## config.mk

```make
export PLATFORM = sky130hd
export DESIGN_NAME = uart_tx_ctrl
export DESIGN_NICKNAME = d
export VERILOG_FILES = /design/src/rtl/uart_tx_ctrl.sv
export SDC_FILE = /design/constraint.sdc
export NUM_CORES = 1
export LEC_CHECK = 0
export ABC_AREA = 0
export CAP_MARGIN = 30
export CELL_PAD_IN_SITES_DETAIL_PLACEMENT = 1
export CELL_PAD_IN_SITES_GLOBAL_PLACEMENT = 2
export CORE_MARGIN = 2
export CORE_UTILIZATION = 39
export CTS_CLUSTER_DIAMETER = 200
export DETAILED_ROUTE_END_ITERATION = 7
export GPL_TIMING_DRIVEN = 0
export PLACE_DENSITY_LB_ADDON = 0.25
export SYNTH_ARGS = -nofsm -noshare
export SYNTH_HDL_FRONTEND = slang
export SYNTH_SLANG_ARGS = --single-unit
```

## constraint.sdc

```tcl
create_clock -name clock -period 3.5 [get_ports clock]
set_clock_uncertainty 0.2 [all_clocks]
set_input_delay 0.7 -clock clock [delete_from_list [all_inputs] [get_ports clock]]
set_output_delay 0.7 -clock clock [all_outputs]
set_load 0.005 [all_outputs]
```

## src/rtl/uart_tx_ctrl.sv

```systemverilog
// uart_tx_ctrl: 8N1 / 8E1 / 8O1 UART transmitter with a valid/ready byte intake.
//
// Handshake: a byte moves from requester to controller on a rising clock edge
// where tx_valid=1 and tx_ready=1. tx_ready is high only while IDLE. tx_data
// is sampled only at that edge, and tx_valid is ignored at every other time.
// done pulses for the single IDLE cycle that follows a frame's stop bit. A byte
// offered in that cycle is accepted at its closing edge.
module uart_tx_ctrl #(
    parameter int unsigned CLKS_PER_BIT = 16,
    parameter bit          PARITY_EN    = 1'b0,
    parameter bit          PARITY_ODD   = 1'b0
) (
    input  logic       clock,
    input  logic       reset_n,
    input  logic [7:0] tx_data,
    input  logic       tx_valid,
    output logic       tx_ready,
    output logic       tx,
    output logic       busy,
    output logic       done,
    output logic [2:0] state_dbg
);

    typedef enum logic [2:0] {
        IDLE   = 3'd0,
        START  = 3'd1,
        DATA   = 3'd2,
        PARITY = 3'd3,
        STOP   = 3'd4
    } state_t;

    localparam logic [15:0] TIMER_MAX = 16'(CLKS_PER_BIT - 1);

    state_t      state_q, state_d;
    logic [15:0] timer_q, timer_d;
    logic [2:0]  bit_cnt_q, bit_cnt_d;
    logic [7:0]  shreg_q, shreg_d;
    logic        parity_q, parity_d;
    logic        done_q, done_d;
    logic        bit_end;

    // Last cycle of the current bit period.
    assign bit_end = (timer_q == TIMER_MAX);

    // State register and datapath flops; reset aborts any frame in flight.
    always_ff @(posedge clock or negedge reset_n) begin
        if (!reset_n) begin
            state_q   <= IDLE;
            timer_q   <= '0;
            bit_cnt_q <= '0;
            shreg_q   <= '0;
            parity_q  <= 1'b0;
            done_q    <= 1'b0;
        end else begin
            state_q   <= state_d;
            timer_q   <= timer_d;
            bit_cnt_q <= bit_cnt_d;
            shreg_q   <= shreg_d;
            parity_q  <= parity_d;
            done_q    <= done_d;
        end
    end

    // Next-state, bit timing and serial output decode.
    always_comb begin
        state_d   = state_q;
        timer_d   = bit_end ? 16'd0 : timer_q + 16'd1;
        bit_cnt_d = bit_cnt_q;
        shreg_d   = shreg_q;
        parity_d  = parity_q;
        done_d    = 1'b0;
        tx        = 1'b1;

        case (state_q)
            IDLE: begin
                tx      = 1'b1;
                timer_d = '0;
                if (tx_valid) begin
                    // Parity is fixed from the byte as latched, so later
                    // tx_data changes cannot disturb it.
                    shreg_d   = tx_data;
                    parity_d  = (^tx_data) ^ PARITY_ODD;
                    bit_cnt_d = '0;
                    state_d   = START;
                end
            end
            START: begin
                tx = 1'b0;
                if (bit_end) begin
                    state_d = DATA;
                end
            end
            DATA: begin
                tx = shreg_q[0];
                if (bit_end) begin
                    shreg_d   = {1'b0, shreg_q[7:1]};
                    bit_cnt_d = bit_cnt_q + 3'd1;
                    if (bit_cnt_q == 3'd7) begin
                        state_d = PARITY_EN ? PARITY : STOP;
                    end
                end
            end
            PARITY: begin
                tx = parity_q;
                if (bit_end) begin
                    state_d = STOP;
                end
            end
            STOP: begin
                tx = 1'b1;
                if (bit_end) begin
                    state_d = IDLE;
                    done_d  = 1'b1;
                end
            end
            default: begin
                tx      = 1'b1;
                timer_d = '0;
                state_d = IDLE;
            end
        endcase
    end

    // Handshake and status outputs.
    assign tx_ready  = (state_q == IDLE);
    assign busy      = ~tx_ready;
    assign done      = done_q;
    assign state_dbg = state_q;

endmodule

```

==> impl_metrics.json, run 1 <==
{
  "synth.top_cell.area_share": 0.462,
  "coreArea_um2": 4320,
  "path_class": "reg2out",
  "p_leak_nw": 0.908,
  "power-per-cell-area_nw_per_um2": 594,
  "synth_nets": 173,
  "max_stage_delay_ns": 0.45,
  "status": "completed",
  "grt_overflow": 0,
  "port_buffers": 17,
  "synthFlopType": "dfrtp_1",
  "ys_types": 39,
  "start_util": 0.400,
  "drive_above_1_share": 0.219,
  "rsz0062_at_grt": "false",
  "fin_crit_sh": 0.763,
  "synthTopCellsByArea": "dfrtp_1 (46%), mux2_4 (6.1%), mux2_2 (5.9%), xnor2_1 (5.6%), nor2_1 (3.9%)",
  "reg2reg_to": "timer_q[8]$_DFF_PN0_",
  "dieArea_um2": 4990,
  "max_slew_margin": 0.514,
  "finalSetupTns_ns": 0,
  "cts_tree": "yes",
  "cts_setup_buffers": 0,
  "fin_worst_hold_slack_ns": 0.275,
  "r2r_slack_ns": 1.35,
  "grt_pass1_vias": 1358,
  "reg2reg_from": "timer_q[0]$_DFF_PN0_",
  "area_delta_synth_final_pct": 18.9,
  "die_h_um": 70.6,
  "firstDrtPassIters": 3,
  "hold_violations": 0,
  "clk_pin_slew_ns": 0.07,
  "post_drt_wl_per_cell_um": 15.4,
  "hpwl_um": 2600,
  "ant_nets": 0,
  "cap_violations": 0,
  "rows": 24,
  "critPathMaxFanout": 10,
  "post-route-min-period_ns": 2.67,
  "n_antenna_cell": 0,
  "nets": 197,
  "hold_path_class": "in2async",
  "r2r_cells": 7,
  "cp-end-kind": "primary output",
  "cts-hold-fix-buffers": 0,
  "cts-root-buf": "clkbuf_8",
  "drt_iter0_drc": 55,
  "ys_ff_latch": 32,
  "routed_wl_um": 3610,
  "via_count": 1247,
  "synth-edff-count": 0,
  "finalSetupViolCount": 0,
  "synth.avg_cell_area_um2": 10.9,
  "cp_slowest_cell": "clkdlybuf4s50_1",
  "die_w_um": 70.6,
  "path_cells": "buf_2, nor2_1, a22oi_1, or2_2, clkdlybuf4s50_1",
  "synth-seq-area-share": 0.462,
  "track_usage": 0.167,
  "grt_pass1_wl_um": 6500,
  "yosysWarnings": 0,
  "synth_top_area_cell": "dfrtp_1",
  "max_freq_mhz": 374,
  "clockBufferDepth": 2,
  "viasPerCell": 5.31,
  "htreeDepth": 2,
  "worst_setup_path_start_kind": "flip-flop",
  "utilization": 0.476,
  "crit_arrival_ns": 1.77,
  "clk_latency_ns": 0.28,
  "clkSinkCount": 32,
  "antenna_found_initial": 0,
  "post_cts_resize_count": 0,
  "gp_congestion": 0.780,
  "grt_max_degree": 33,
  "async_reset_ff_frac": 1.00,
  "design_area_um2": 2060,
  "worst_ep_required_time_ns": 2.60,
  "cts_made_buffers": 5,
  "place_area_um2": 1960,
  "ir_worst_vdd_mv": 0.267,
  "worst_pin_slew_ns": 0.730,
  "syn_area_um2": 1730,
  "route.detailed.drc": 0,
  "boundaryPins": 18,
  "netlist_instances": 159,
  "slew_viol_final": 0,
  "n_fill_cell": 496
}
## kinds of logic (layout without fill, tap and decap cells)
| group | Yosys count | after routing | share of synthesized area |
|---|---|---|---|
| muxes | 17 | 17 | 0.125 |
| DFF | 32 | 32 | 0.462 |
| adders and majority gates | 3 | 3 | 0.0217 |
| buffers and inverters | 11 | 35 | 0.0368 |
| xor gates and xnor gates | 18 | 18 | 0.0910 |
| and+or+nand+nor | 63 | 63 | 0.213 |
| AOI/OAI and AO/OA | 15 | 15 | 0.0499 |
## final cells by class
| class | instances | area, µm² | area share |
|---|---|---|---|
| clock buffers | 7 | 96.3 | 0.0468 |
| multi-input cells | 116 | 867 | 0.421 |
| well taps | 52 | 65.1 | 0.0316 |
| inverters | 3 | 11.3 | 0.00547 |
| flip-flops and latches | 32 | 801 | 0.389 |
| plain buffers | 8 | 52.6 | 0.0255 |
| repair buffers | 17 | 165 | 0.0802 |
## sequential cells by signal, summed over array words and instances (netlist names)
name	cells
timer_q	16
state_dbg	3
done	1
parity_q	1
bit_cnt_q	3
shreg_q	8
## metal layers
layer	track usage	share of wire	vias up
li1	-	-	599
met1	0.219	0.47	619
met2	0.261	0.46	20
met3	0.0470	0.042	9
met4	0.0671	0.022	0
met5	0	0	-
## through the flow
step / instances / worst slack, ns / power, W
CTS: 235 / 0.810 / 0.00124
detailed placement: 228 / 1.00 / 0.000922
floorplan: 159 / 1.50 / 0.000787
finish: 235 / 0.829 / 0.00122
global route: 235 / 0.729 / 0.00131
global placement: 228 / 0.893 / 0.000901
## power by group
group	internal, W	total (W)	switching [W]
Sequential	0.000461	0.000525	0.0000642
Combinational	0.000212	0.000389	0.000177
Clock	0.000175	0.000309	0.000134
Total	0.000848	0.00122	0.000375
## placed cells by master (no fill, tap or decap), types with 2 or more instances in the layout
| cell type | n |
|---|---|
| and2_1 | 2 |
| xor2_1 | 7 |
| inv_1 | 3 |
| mux2_4 | 7 |
| nor4_2 | 3 |
| buf_2 | 3 |
| a22oi_1 | 2 |
| clkbuf_1 | 2 |
| xnor2_1 | 11 |
| ha_1 | 3 |
| dfrtp_1 | 32 |
| clkbuf_8 | 7 |
| a21oi_1 | 5 |
| nor3_1 | 3 |
| o21ai_0 | 6 |
| clkdlybuf4s50_1 | 16 |
| nand4_1 | 6 |
| nand2_1 | 7 |
| nor2_1 | 18 |
| buf_6 | 2 |
| nand3_1 | 7 |
| nor2b_1 | 2 |
| mux2_2 | 9 |
| or3_1 | 3 |
## Yosys cell counts, types with 2 or more instances
| library cell | instances |
|---|---|
| buf_2 | 2 |
| inv_1 | 3 |
| buf_6 | 2 |
| nor3_1 | 3 |
| clkbuf_1 | 2 |
| nand3_1 | 7 |
| o21ai_0 | 6 |
| ha_1 | 3 |
| nand2_1 | 7 |
| or3_1 | 3 |
| nand4_1 | 6 |
| nor4_2 | 3 |
| mux2_4 | 7 |
| mux2_2 | 9 |
| a22oi_1 | 2 |
| nor2b_1 | 2 |
| nor2_1 | 18 |
| and2_1 | 2 |
| xnor2_1 | 11 |
| dfrtp_1 | 32 |
| a21oi_1 | 5 |
| xor2_1 | 7 |
## worst max-delay path: cells and delay by family, from the launching register on
| family | cells | cell delay (ns) |
|---|---|---|
| AOI/OAI and AO/OA | 1 | 0.07 |
| buffers and inverters | 2 | 0.64 |
| DFF | 1 | 0.37 |
| and+or+nand+nor | 2 | 0.40 |
## worst max path at each step
stage                                        end  slack (ns)                      from  cells past startpoint
after floorplan           shreg_q[0]$_DFFE_PN0P_        1.50      timer_q[0]$_DFF_PN0_                      7
after global placement    shreg_q[4]$_DFFE_PN0P_        0.89                   reset_n                      1
after detailed placement  shreg_q[6]$_DFFE_PN0P_        1.00                  tx_valid                      5
after CTS                                     tx        0.81  state_dbg[0]$_DFFE_PN0P_                      5
after global routing                          tx        0.73  state_dbg[0]$_DFFE_PN0P_                      5
final                                         tx        0.83  state_dbg[0]$_DFFE_PN0P_                      5
No activity file was read; power rests on OpenSTA's default activity.
==> run 2: changes to the inputs <==
--- a/config.mk
+++ b/config.mk
@@ -10,7 +10,7 @@
 export CELL_PAD_IN_SITES_DETAIL_PLACEMENT = 1
 export CELL_PAD_IN_SITES_GLOBAL_PLACEMENT = 2
 export CORE_MARGIN = 2
-export CORE_UTILIZATION = 39
+export CORE_UTILIZATION = 33
 export CTS_CLUSTER_DIAMETER = 200
 export DETAILED_ROUTE_END_ITERATION = 7
 export GPL_TIMING_DRIVEN = 0
==> constraint.sdc (replaced) <==
create_clock -name clock -period 2.2 [get_ports clock]
set_clock_uncertainty 0.2 [all_clocks]
set_input_delay 0.44 -clock clock [delete_from_list [all_inputs] [get_ports clock]]
set_output_delay 0.44 -clock clock [all_outputs]
set_load 0.005 [all_outputs]
==> impl_metrics.json, run 2 (synthesis gave the netlist of run 1 again) <==
{
  "grt_max_degree": 33,
  "boundaryPins": 18,
  "status": "completed",
  "viasPerCell": 5.03,
  "worst_ep_required_time_ns": 2.17,
  "max_slew_margin": 0.505,
  "mostFrequentLayoutCells": "dfrtp_1 (31), nor2_1 (17), clkdlybuf4s50_1 (13), xnor2_1 (11), mux2_2 (9)",
  "via_count": 1282,
  "finalSetupTns_ns": 0,
  "post-route-min-period_ns": 2.13,
  "rows": 26,
  "worst_setup_path_start_kind": "flip-flop",
  "grt_pass1_vias": 1374,
  "dp_cells": 246,
  "hold_violations": 0,
  "hold_path_class": "in2async",
  "post_drt_wl_per_cell_um": 14.9,
  "finalWorstSetupSlack_ns": 0.0733,
  "firstDrtPassIters": 4,
  "cts_tree": "yes",
  "drive_above_1_share": 0.238,
  "dieArea_um2": 5840,
  "nets": 198,
  "largest_register_ffs": 16,
  "port_buffers": 17,
  "r2r_cells": 7,
  "route.detailed.drc": 0,
  "clk_pin_slew_ns": 0.07,
  "ant_nets": 0,
  "grt_overflow": 0,
  "cp_top_family": "flip-flops",
  "cts-hold-fix-buffers": 0,
  "finalNonFillerCells": 255,
  "routed_wl_um": 3800,
  "slew_viol_final": 0,
  "place_ws_ns": -0.0606,
  "final_common_cell": "dfrtp_1",
  "cp_slowest_cell": "dfrtp_1",
  "critPathMaxFanout": 9,
  "die_h_um": 76.4,
  "reg2reg_to": "shreg_q[6]$_DFFE_PN0P_",
  "cts_made_buffers": 5,
  "path_class": "reg2reg",
  "crit_buf_inv": 2,
  "ir_worst_vdd_mv": 0.347,
  "worst_pin_slew_ns": 0.743,
  "grt_pass1_wl_um": 6600,
  "max_stage_delay_ns": 0.41,
  "path_cells": "ha_1, and3_1, buf_2, and4_4, a21o_1, buf_6, mux2_4",
  "utilization": 0.416,
  "htreeDepth": 2,
  "cts-root-buf": "clkbuf_8",
  "regMostFlops": "timer_q",
  "hpwl_um": 2720,
  "clockBufferDepth": 2,
  "crit_arrival_ns": 2.09,
  "area_delta_synth_final_pct": 22.0,
  "n_antenna_cell": 0,
  "power-per-cell-area_nw_per_um2": 925,
  "die_w_um": 76.4,
  "start_util": 0.341,
  "coreArea_um2": 5070,
  "r2r_slack_ns": 0.07,
  "track_usage": 0.140,
  "clk_latency_ns": 0.28,
  "cap_violations": 0,
  "reg2reg_from": "timer_q[0]$_DFF_PN0_",
  "finalSetupViolCount": 0,
  "cp-end-kind": "flip-flop",
  "reg_top3": "timer_q (16), shreg_q (8)",
  "crit_cells": 7,
  "antenna_found_initial": 0,
  "p_leak_nw": 0.931,
  "n_fill_cell": 578,
  "gp_congestion": 0.814,
  "max_freq_mhz": 470,
  "rsz0062_at_grt": "false",
  "clkSinkCount": 32,
  "fin_crit_sh": 0.967,
  "drt_iter0_drc": 32
}
[run 2: worst max-delay path by stage]
| stage | startpoint | endpoint |
|---|---|---|
| floorplan | timer_q[0]$_DFF_PN0_ | shreg_q[0]$_DFFE_PN0P_ |
| finish | timer_q[0]$_DFF_PN0_ | shreg_q[6]$_DFFE_PN0P_ |
| global placement | reset_n | shreg_q[4]$_DFFE_PN0P_ |
| detailed placement | tx_valid | shreg_q[1]$_DFFE_PN0P_ |
| global route | timer_q[0]$_DFF_PN0_ | timer_q[14]$_DFF_PN0_ |
| CTS | state_dbg[0]$_DFFE_PN0P_ | tx |
[run 2: where the power goes]
part | internal [W] | switching (W)
logic | 0.000347 | 0.000271
registers | 0.000734 | 0.000129
clock network | 0.000255 | 0.000217
total | 0.00134 | 0.000617
[run 2: repair_timing]
item,4_1_cts,5_1_grt
cloned,0,0
gates resized for setup,7,4
buffers inserted,0,2
endpoints found under the setup margin,4,2
[run 2: worst reg2reg max path: cells and delay by family (launching register included)]
kind                       cells  cell delay [ns]
buffers and inverters          2             0.30
DFF                            1             0.41
and+or+nand+nor                2             0.40
muxes                          1             0.30
AOI/OAI and AO/OA              1             0.16
adders and majority gates      1             0.25
[run 2: metrics by stage]
stage	total power (W)	area [µm²]	hold WS, ns
floorplan	0.00125	1730	-0.0556
global placement	0.00144	1990	0.265
detailed placement	0.00147	1980	0.282
CTS	0.00196	2090	0.0521
global route	0.00210	2110	0.0785
finish	0.00195	2110	0.0256
[run 2: final cells by class]
class	instances	area, µm²	share of cell area
Multi-Input combinational cell	116	886	0.419
Tap cell	70	87.6	0.0415
Inverter	3	11.3	0.00533
Buffer	7	53.8	0.0255
Timing Repair Buffer	19	181	0.0859
Sequential cell	32	802	0.380
Clock buffer	8	90.1	0.0427
[run 2: routing by layer]
| metal | wire length [µm] | GRT usage | vias up |
|---|---|---|---|
| met3 | 134 | 0.0344 | 4 |
| met2 | 1830 | 0.234 | 21 |
| li1 | - | - | 604 |
| met5 | 0 | 0 | - |
| met4 | 42 | 0.0436 | 0 |
| met1 | 1790 | 0.180 | 653 |
==> variant 1: new RTL, flow settings as in run 2 <==
Change the parameter `PARITY_EN` from 1'b0 to 1'b1.
--- a/src/rtl/uart_tx_ctrl.sv
+++ b/src/rtl/uart_tx_ctrl.sv
@@ -8,5 +8,5 @@
 module uart_tx_ctrl #(
     parameter int unsigned CLKS_PER_BIT = 16,
-    parameter bit          PARITY_EN    = 1'b0,
+    parameter bit          PARITY_EN    = 1'b1,
     parameter bit          PARITY_ODD   = 1'b0
 ) (
Behaviour: no difference found for any inputs over 10 cycles, from zero or initial values and one cycle with reset_n low; that may be too few to reach the edited logic, so the function may still have changed.
==> variant 1 against run 2 <==
The run now ends with setup timing left. Area after synthesis decreased by 4.8%. Final area increased by 12%. Maximum frequency is 9.4% lower. Sequential cell count is the same. Non-clock buffer count is 16 higher. Via count is 7.8% higher. Sequential power is 2% higher. Critical path depth fell by 3. Worst setup slack worse by 0.22 ns. Power up 26%. Wire length rose by 14%. Critical path type unchanged. Critical endpoint is now shreg_q[3]. Largest cell class unchanged.
==> variant 1: results (changes against run 2) <==
metric;value;unit;change
grt_pass1_wl;7250;µm;+9.9%
syn-num-nets;176;;+1.7%
ys.flop_type;dfrtp_1;;
first_global_vias;1522;;+11%
netlist_top_cells_area;dfrtp_1 (49%), xnor2_1 (10%), o221a_2 (4.8%);;
routedWlPerCell;15.9;µm;+6.7%
ys_types;36;;-7.7%
path_max_fanout;8;;-1
dr_total_vias;1382;;+7.8%
first_pass_iters;4;;unchanged
reg2reg_depth;4;;-3
place_hpwl;2820;µm;+3.8%
hold_viol_final;0;;unchanged
worstMarginPinSlew;0.742;ns;-0.000944 ns
nNetsFinal;219;;+11%
drive_gt1_share;36.9;%;+13 points
setup.worst_path.end;shreg_q[3];;
syn_avg_cell_area;10.2;µm²;-6.6%
fin_ws;-0.147;ns;-0.220 ns
violations;setup timing;;
yosysSeqAreaShare;48.6;%;+2.4 points
peakVddDrop;0.000547;V;+57%
drtIter0Drc;69;;+120%
reg2reg_to;shreg_q[3];;
leakage;0.995;nW;+6.8%
htreeDepth;2;;unchanged
synth_compound_area_share;10.9;%;+5.9 points
synthTopCellsByCount;dfrtp_1 (32), nor2_1 (20), xnor2_1 (19);;
io_buffers;17;;unchanged
arrival;2.37;ns;+0.28 ns
synth_fa_ha_area_share;2.28;%;+0.11 points
finalWirelength;4340;µm;+14%
gp_congestion;0.743;;-8.7%
synthMuxAreaShare;0.607;%;-12 points
synth-xor-area-share;10.6;%;+1.5 points
r2r-start;timer_q[5];;
status;complete, but fails checks;;
setup_viol;24;;+24
grt_usage;17.2;%;+3.2 points
[variant 1: cell count changes after synthesis, moves of 3 or more]
cell / delta
mux2_2: -9
or2_2: +9
xnor2_1: +8
mux2_4: -7
o221a_2: +7
xor2_1: -6
inv_1: +4
or4_1: +4
a21oi_1: -3
nand2_1: +3
nand4_1: -3
nor4_1: +3
[variant 1: repair_timing]
| item | in CTS | in global routing |
|---|---|---|
| pin swaps | 11 | 19 |
| buffers inserted | 13 | 7 |
| setup endpoints to repair | 27 | 24 |
| cloned | 0 | 1 |
| resized for setup | 13 | 29 |
[variant 1: cells by family after synthesis]
family	after synthesis
buf+inv	13
simple gates	72
xor+xnor	20
fa+ha+maj	3
compound gates	21
flops	32
mux	1
[variant 1: critical path, stage by stage, from the launching register on]
cell     delay [ns]
dfrtp_1        0.39
or4_4          0.54
or4_4          0.63
o21ai_4        0.29
o221a_2        0.24
[variant 1: how the worst min path moves through the flow]
stage                            start      endpoint  depth (start not counted)
after floorplan                reset_n  bit_cnt_q[0]                          0
after global placement        parity_q      parity_q                          2
after detailed placement  bit_cnt_q[0]  bit_cnt_q[0]                          1
after CTS                      reset_n    shreg_q[0]                          1
after global routing           reset_n    shreg_q[0]                          1
final                          reset_n    shreg_q[0]                          1
[variant 1: layout make-up]
class                           instances  area (µm²)
Clock buffer                            6        72.6
Inverter                                7        26.3
Tap cell                               67        83.8
Clock inverter                          2        35.0
Multi-Input combinational cell        117         946
Sequential cell                        32         802
Fill cell                             540        2400
Buffer                                  4        43.8
Timing Repair Buffer                   38         348
[variant 1: power breakdown]
group	total (mW)	switching, mW	internal [mW]	leakage [nW]
Clock	0.554	0.218	0.336	0.0552
Combinational	1.03	0.481	0.553	0.528
Sequential	0.880	0.129	0.751	0.411
[variant 1: metrics by stage]
stage	TNS (ns)	instance area (µm²)	hold slack, ns	utilization, %	setup WS, ns
after floorplan	-0.360	1670	-0.0556	-	-0.0762
after global placement	-9.19	1920	0.266	40.5	-0.285
final	-1.61	2360	0.0182	49.6	-0.147
after detailed placement	-5.46	1920	0.283	40.4	-0.392
after CTS	-1.55	2160	0.0436	45.3	-0.134
after global routing	-2.57	2360	0.0674	49.6	-0.181
[variant 1: layer usage]
layer	routed length, µm	global-route usage [%]	up-vias
li1	-	-	656
met5	0	0	-
met2	2220	29.4	19
met3	122	3.75	7
met4	53	5.56	0
met1	1940	21.7	700
==> variant 2: new RTL, flow settings as in run 2 <==
Without the edit above. `shreg_q` no longer has a reset.
--- a/src/rtl/uart_tx_ctrl.sv
+++ b/src/rtl/uart_tx_ctrl.sv
@@ -49,5 +49,4 @@
             timer_q   <= '0;
             bit_cnt_q <= '0;
-            shreg_q   <= '0;
             parity_q  <= 1'b0;
             done_q    <= 1'b0;
@@ -56,8 +55,11 @@
             timer_q   <= timer_d;
             bit_cnt_q <= bit_cnt_d;
-            shreg_q   <= shreg_d;
             parity_q  <= parity_d;
             done_q    <= done_d;
         end
+    end
+
+    always_ff @(posedge clock) begin
+        shreg_q <= shreg_d;
     end
 
Check against the original RTL: same outputs for any inputs over 10 cycles, from zero or initial values and one cycle with reset_n low; that may be too few to reach the edited logic, so the function may still have changed.
==> variant 2 against run 2 <==
Final area rose by 3.9%. Area after synthesis decreased by 7.6%. Power shrank 4.0%. Largest cell class is now registers. Critical path depth decreased by 2. The flow now finishes with violations (setup timing). Wire length grew 2.5%. Worst setup slack got worse by 0.10 ns. Sequential cell count unchanged. Count of clock-buffer cells in the layout stayed put. Clock power decreased by 3%.
==> variant 2: results (changes against run 2) <==
metric;value;unit;change
use_met2;24.8;%;+1.4 points
path_clk_slew;0.07;ns;about the same
drive_gt1_share;31.4;%;+7.7 points
grt_max_degree;15;;-55%
synthArstFlopShare;75.0;%;-25 points
worstMarginPinSlew;0.626;ns;-0.117 ns
status;complete, but fails checks;;
dpl_cell_area;1870;µm²;-5.9%
peakVddDrop;0.000373;V;+7.3%
synth-xor-area-share;10.9;%;+1.8 points
place_inst;222;;-9.8%
hold_class;flop to flop;;
cts_buffers;5;;unchanged
synthTopCellsByCount;dfrtp_1 (24), nor2_1 (24), xnor2_1 (19);;
whs;0.279;ns;+0.253 ns
viasPerCell;5.08;;+1.1%
yosys_warnings;0;;unchanged
r2r-start;timer_q[6];;
violations;setup timing;;
n_fill_cell;521;;-9.9%
syn-num-nets;164;;-5.2%
netlist_top_cells_area;dfrtp_1 (38%), edfxtp_1 (15%), xnor2_1 (10%);;
design_area;2190;µm²;+3.9%
dr_total_vias;1260;;-1.7%
routedWlPerCell;15.7;µm;+5.4%
setup-tns-final;-0.223;ns;-0.223 ns
hold_end;parity_q;;
drtIter0Drc;53;;+66%
htreeDepth;2;;unchanged
reg2reg_depth;5;;-2
grt_pass1_wl;6210;µm;-5.9%
maxSlewViolCount;0;;unchanged
leakage;0.899;nW;-3.4%
synth_fa_ha_area_share;2.35;%;+0.18 points
first_pass_iters;4;;unchanged
grt_util_met3;3.29;%;-0.14 points
setup_viol;11;;+11
yosysSeqAreaShare;52.5;%;+6.3 points
io_buffers;17;;unchanged
synth_edf_count;8;;+8
synth_compound_area_share;4.85;%;-0.14 points
antenna_found_initial;0;;unchanged
required;2.16;ns;
pre_cts_slack;-0.444;ns;-0.383 ns
clockBufferDepth;2;;unchanged
top_regs;timer_q x16, shreg_q x8;;
grt_usage;15.3;%;+1.2 points
fin_ws;-0.0264;ns;-0.0997 ns
reg2reg_to;timer_q[13];;
place_hpwl;2480;µm;-8.8%
ys_types;31;;-21%
gp_congestion;0.744;;-8.6%
diodes;0;;unchanged
path_max_fanout;6;;-3
nNetsFinal;207;;+4.5%
synthMuxAreaShare;6.18;%;-6.3 points
p_total;1.88;mW;-4.0%
syn_inst;150;;-5.7%
use_met1;20.0;%;+2.1 points
variant 2: cell count changes in the layout (fill, tap and decap cells not counted), moves of 4 or more:
cell	delta
edfxtp_1	+8
inv_1	+4
dfrtp_1	-11
nor2_2	+5
xor2_1	-6
xnor2_1	+8
buf_4	+14
mux2_4	-7
variant 2: timing repair:
action	CTS	global route
pin swaps	6	6
setup buffers	14	6
resized for setup	17	14
cloned	1	0
setup endpoints to repair	26	27
variant 2: cell families (layout without fill, tap and decap cells):
logic type	Yosys count	after routing
compound gates	11	11
xor+xnor	20	20
fa+ha+maj	3	3
buf+inv	11	55
flops	32	32
mux	9	9
simple gates	64	64
variant 2: how the worst max path moves through the flow:
stage | end | slack [ns] | cells after the start
floorplan | shreg_q[0] | 0.01 | 4
global placement | shreg_q[6] | -0.35 | 4
detailed placement | shreg_q[5] | -0.44 | 4
CTS | bit_cnt_q[0] | -0.007 | 4
global route | bit_cnt_q[0] | -0.07 | 4
finish | timer_q[13] | -0.03 | 5
variant 2: per-layer routing:
| layer | wire (µm) | vias up |
|---|---|---|
| li1 | - | 609 |
| met1 | 1740 | 624 |
| met2 | 1980 | 22 |
| met3 | 124 | 5 |
| met4 | 40 | 0 |
| met5 | 0 | - |
variant 2: area by class of cell:
cell class,instances,share of cell area (%)
sequential,32,38.5
multi-input combinational,107,36.1
timing repair buffer,38,16.3
clock buffer,8,4.10
tap,54,3.08
inverter,8,1.37
buffer,1,0.513
variant 2: report_power, final:
group          switching [mW]  internal (mW)
registers              0.0906          0.713
clock network           0.205          0.255
logic                   0.290          0.321
total                   0.585           1.29
variant 2: worst max-delay path, stage by stage (launching register included):
cell and delay [ns]:
dfrtp_2 0.40, or4_4 0.55, or4_4 0.62, nand3_4 0.14, buf_6 0.15, nor2_2 0.05
